==> src/rtl/exc_commit_ctrl.sv <==
// exc_commit_ctrl: commit-stage trap/ERTN sequencer driving CSR strobes, pipeline flush and fetch redirect.
module exc_commit_ctrl #(
  parameter int DRAIN_CYCLES = 2,
  parameter int CNT_W        = 16
) (
  input  logic             clk,
  input  logic             resetn,
  input  logic             wb_valid,
  input  logic [31:0]      wb_pc,
  input  logic             wb_ex_req,
  input  logic [5:0]       wb_ex_ecode,
  input  logic [8:0]       wb_ex_esubcode,
  input  logic             wb_ertn,
  input  logic             wb_csr_we,
  input  logic             has_int,
  input  logic [31:0]      ex_entry,
  input  logic [31:0]      era,
  output logic             csr_wb_ex,
  output logic             csr_ertn_flush,
  output logic [5:0]       csr_ecode,
  output logic [8:0]       csr_esubcode,
  output logic [31:0]      csr_pc,
  output logic             csr_we_gated,
  output logic             wb_commit,
  output logic             flush,
  output logic             redirect_valid,
  output logic [31:0]      redirect_pc,
  input  logic             redirect_ready,
  output logic             busy,
  output logic [CNT_W-1:0] trap_count
);
  localparam int DW = DRAIN_CYCLES > 0 ? $clog2(DRAIN_CYCLES + 1) : 1;
  typedef enum logic [1:0] {IDLE, REDIRECT, DRAIN} state_t;
  state_t state_q, state_d;
  logic flush_q, flush_d, redirect_valid_q, redirect_valid_d;
  logic [31:0] redirect_pc_q, redirect_pc_d;
  logic [CNT_W-1:0] trap_count_q, trap_count_d;
  logic [DW-1:0] drain_q, drain_d;
  logic idle, ev_int, ev_ex, ev_ertn, ev_trap;
  // Interrupt outranks exception, which outranks ERTN; nothing is seen while busy.
  assign idle    = state_q == IDLE;
  assign ev_int  = idle & wb_valid & has_int;
  assign ev_ex   = idle & wb_valid & ~has_int & wb_ex_req;
  assign ev_ertn = idle & wb_valid & ~has_int & ~wb_ex_req & wb_ertn;
  assign ev_trap = ev_int | ev_ex;
  assign csr_wb_ex      = ev_trap;
  assign csr_ertn_flush = ev_ertn;
  assign csr_ecode      = ev_ex ? wb_ex_ecode : '0;
  assign csr_esubcode   = ev_ex ? wb_ex_esubcode : '0;
  assign csr_pc         = wb_pc;
  assign wb_commit      = idle & wb_valid & ~ev_trap & ~ev_ertn;
  assign csr_we_gated   = wb_commit & wb_csr_we;
  assign flush          = flush_q;
  assign redirect_valid = redirect_valid_q;
  assign redirect_pc    = redirect_pc_q;
  assign trap_count     = trap_count_q;
  assign busy           = ~idle;
  always_comb begin
    state_d          = state_q;
    flush_d          = flush_q;
    redirect_valid_d = redirect_valid_q;
    redirect_pc_d    = redirect_pc_q;
    trap_count_d     = trap_count_q;
    drain_d          = drain_q;
    case (state_q)
      IDLE: if (ev_trap || ev_ertn) begin
        state_d          = REDIRECT;
        flush_d          = 1'b1;
        redirect_valid_d = 1'b1;
        redirect_pc_d    = ev_ertn ? era : ex_entry;
        trap_count_d     = ev_trap && trap_count_q != '1 ? trap_count_q + 1'b1 : trap_count_q;
      end
      REDIRECT: if (redirect_ready) begin
        redirect_valid_d = 1'b0;
        if (DRAIN_CYCLES > 0) begin
          state_d = DRAIN;
          drain_d = DW'(DRAIN_CYCLES);
        end else begin
          state_d = IDLE;
          flush_d = 1'b0;
        end
      end
      DRAIN: begin
        drain_d = drain_q - 1'b1;
        if (drain_q == DW'(1)) begin
          state_d = IDLE;
          flush_d = 1'b0;
        end
      end
      default: state_d = IDLE;
    endcase
  end
  always_ff @(posedge clk) begin
    if (!resetn) begin
      state_q          <= IDLE;
      flush_q          <= 1'b0;
      redirect_valid_q <= 1'b0;
      redirect_pc_q    <= '0;
      trap_count_q     <= '0;
      drain_q          <= '0;
    end else begin
      state_q          <= state_d;
      flush_q          <= flush_d;
      redirect_valid_q <= redirect_valid_d;
      redirect_pc_q    <= redirect_pc_d;
      trap_count_q     <= trap_count_d;
      drain_q          <= drain_d;
    end
  end
endmodule

==> config.mk <==
export PLATFORM = sky130hd
export DESIGN_NAME = exc_commit_ctrl
export DESIGN_NICKNAME = d
export VERILOG_FILES = /design/src/rtl/exc_commit_ctrl.sv
export SDC_FILE = /design/constraint.sdc
export NUM_CORES = 1
export LEC_CHECK = 0
export ABC_AREA = 1
export BUFFER_PORTS_ARGS = -buffer_cell sky130_fd_sc_hd__buf_2
export CAP_MARGIN = 20
export CORE_ASPECT_RATIO = 0.5
export CORE_UTILIZATION = 45
export DETAILED_ROUTE_END_ITERATION = 10
export GPL_ROUTABILITY_DRIVEN = 0
export HOLD_SLACK_MARGIN = 0.05
export MAX_ROUTING_LAYER = met4
export PLACE_DENSITY = 0.83
export SLEW_MARGIN = 20
export SYNTH_ARGS = -nofsm -noshare
export SYNTH_HDL_FRONTEND = slang
export SYNTH_SLANG_ARGS = --single-unit
==> constraint.sdc <==
create_clock -name clk -period 3 [get_ports clk]
set_input_delay 0.6 -clock clk [delete_from_list [all_inputs] [get_ports clk]]
set_output_delay 0.6 -clock clk [all_outputs]
set_load 0.02 [all_outputs]
==> impl_metrics.tcl <==
set metrics [dict create \
    fin_ws_ns 0.544 \
    fmax_mhz 407 \
    finalCriticalPeriod_ns 2.46 \
    io_pins 221 \
    die_width_um 119 \
    status "complete, no violations" \
    coreArea_sq_um 6360 \
    finalHoldViolCount 0 \
    syn_nets 582 \
    synth_commonest_cells "nand2_1, inv_1, dfxtp_1, nand3_1, buf_4" \
    drtAntennaViolNets 0 \
    grt_pass1_wl_mm 12.4 \
    synth_edf_count 0 \
    synth_warnings 0 \
    cts-root-buf "clkbuf_16" \
    ys.flop_type "dfxtp_1" \
    vias 3065 \
    dp_slack_ns 0.755 \
    die_h_um 60.7 \
    clk_pin_slew_worst_paths_ns 0.07 \
    design_area_sq_um 3810 \
    syn-cell-area_sq_um 3110 \
    row_count 20 \
    cts_buffers 5 \
    start_kind "flop" \
    nets 696 \
    port_buffers 156 \
    drc 0 \
    routed_wl_mm 7.75 \
    drt_iter0_drc 132 \
    grt_max_degree 65 \
    skew_ns 0.00447 \
    power.total_mw 1.76 \
    final_cells 664 \
    async_flop_share_pct 0 \
    synthTopCellsByArea "dfxtp_1, nand2_1, buf_4, o211ai_1, inv_1" \
    clock_sinks 54 \
    area_growth_pct 22.7 \
    clockBufferDepth 2 \
    setup_tns_ns 0 \
    wl_per_cell_um 11.7 \
    rsz0062_at_grt "false" \
    post_dp_cell_area_sq_um 3660 \
    antenna_cells 0 \
    antenna_found_initial 0 \
    h-tree-depth 2 \
    clk_latency_ns 0.29 \
    slew_viol_final 0 \
    tritoncts "built" \
    arrival_ns 1.86 \
    cp_data_required_time_ns 2.40 \
    start_util_pct 48.9 \
    ys_seq_area_share_pct 34.8 \
    finalSetupViolCount 0 \
    worst_slew_pin_slew_ns 0.989 \
    overflow 0 \
    synthCells 461 \
    yosys.area.top_type "dfxtp_1" \
    fin_util_pct 60.0 \
    dpl.cell_count 656 \
    drt_pass1_iterations 6 \
    synth.most_common_cell "nand2_1" \
    min_path_type "reg -> reg" \
    finalCritPeriodShare_pct 81.9 \
    post_cts_buffers 0 \
    grt_pass1_vias 2723 \
    grtUsageTotal_pct 22.4 \
    drive_above_1_share_pct 31.4 \
    hold_ws_ns 0.463 \
    synth_area_per_cell_sq_um 6.74 \
    ir_drop_mv 0.259 \
    ys_ff_latch 54 \
    holdBufCountCts 0 \
    crit_type "reg -> out" \
    cp_max_fo 15 \
    dp_hpwl_mm 5.73 \
    maxCapViolations 0 \
    synth_top_area_share_pct 34.8 \
    die_area_sq_um 7260 \
    max_slew_margin_pct 34.0 \
    pwr_density_cell_nw_per_um2 463 \
    yosysUniqueCellTypes 29 \
    avgViaCountPerCell 4.62 \
    cts_resized 0 \
    leakagePower_nw 2.14 \
    worstSetupEndpointType "output port" \
]
[registers in the layout, summed over array words and instances (netlist names)]
name / count
trap_count: 16
drain_q: 2
redirect_pc: 32
redirect_valid: 1
state_q: 2
flush: 1
[routing by layer]
metal / GRT usage (%) / vias to the layer above / routed length [um]
met5: - / - / 0
met4: 6.96 / 0 / 70
met3: 5.17 / 8 / 418
met2: 40.6 / 89 / 3780
met1: 25.3 / 1320 / 3480
li1: - / 1648 / -
[placed cells by master (no fill, tap or decap), types with 4 or more instances in the layout]
| cell | n |
|---|---|
| nand3_1 | 40 |
| inv_2 | 4 |
| nand4_1 | 4 |
| buf_2 | 156 |
| nor2_1 | 36 |
| inv_1 | 65 |
| a21oi_1 | 18 |
| clkbuf_16 | 5 |
| dfxtp_1 | 54 |
| o211ai_1 | 33 |
| xor2_1 | 6 |
| nand2_1 | 127 |
[worst max-delay path, stage by stage, from the launching register on]
cell,delay [ns]
dfxtp_1,0.34
nor2_1,0.21
nand2_1,0.10
inv_2,0.10
nand3_1,0.39
nor2_1,0.23
buf_2,0.19
[cell families (layout without fill, tap and decap cells)]
group | count (synthesis) | after routing | share of synthesized area, %
adder cells (fa/ha/maj) | 2 | 2 | 0.806
buffers and inverters | 122 | 237 | 20.0
AND/OR/NAND/NOR | 219 | 219 | 30.0
XOR/XNOR | 7 | 7 | 1.97
AO/OA/AOI/OAI | 57 | 57 | 12.4
flip-flops | 54 | 54 | 34.8
[power by group]
group	switching, mW	internal, mW	total [mW]
registers	0.0292	0.770	0.800
clock network	0.259	0.331	0.590
logic	0.233	0.142	0.375
total	0.521	1.24	1.76
[final timing paths]
path | start | endpoint | slack (ns) | depth (start not counted)
max | state_q[0] | csr_esubcode[8] | 0.54 | 6
min reg2reg | flush | flush | 0.46 | 2
max reg2reg | state_q[0] | redirect_pc[26] | 0.93 | 8
min | flush | flush | 0.46 | 2
[final cells by class]
class                           count  area, sq um
Clock buffer                        6          139
Clock inverter                      2         12.5
Fill cell                         636         2540
Inverter                           70          263
Multi-Input combinational cell    285         1400
Sequential cell                    54         1080
Tap cell                           88          110
Timing Repair Buffer              159          803
(Power assumes the default switching activity.)
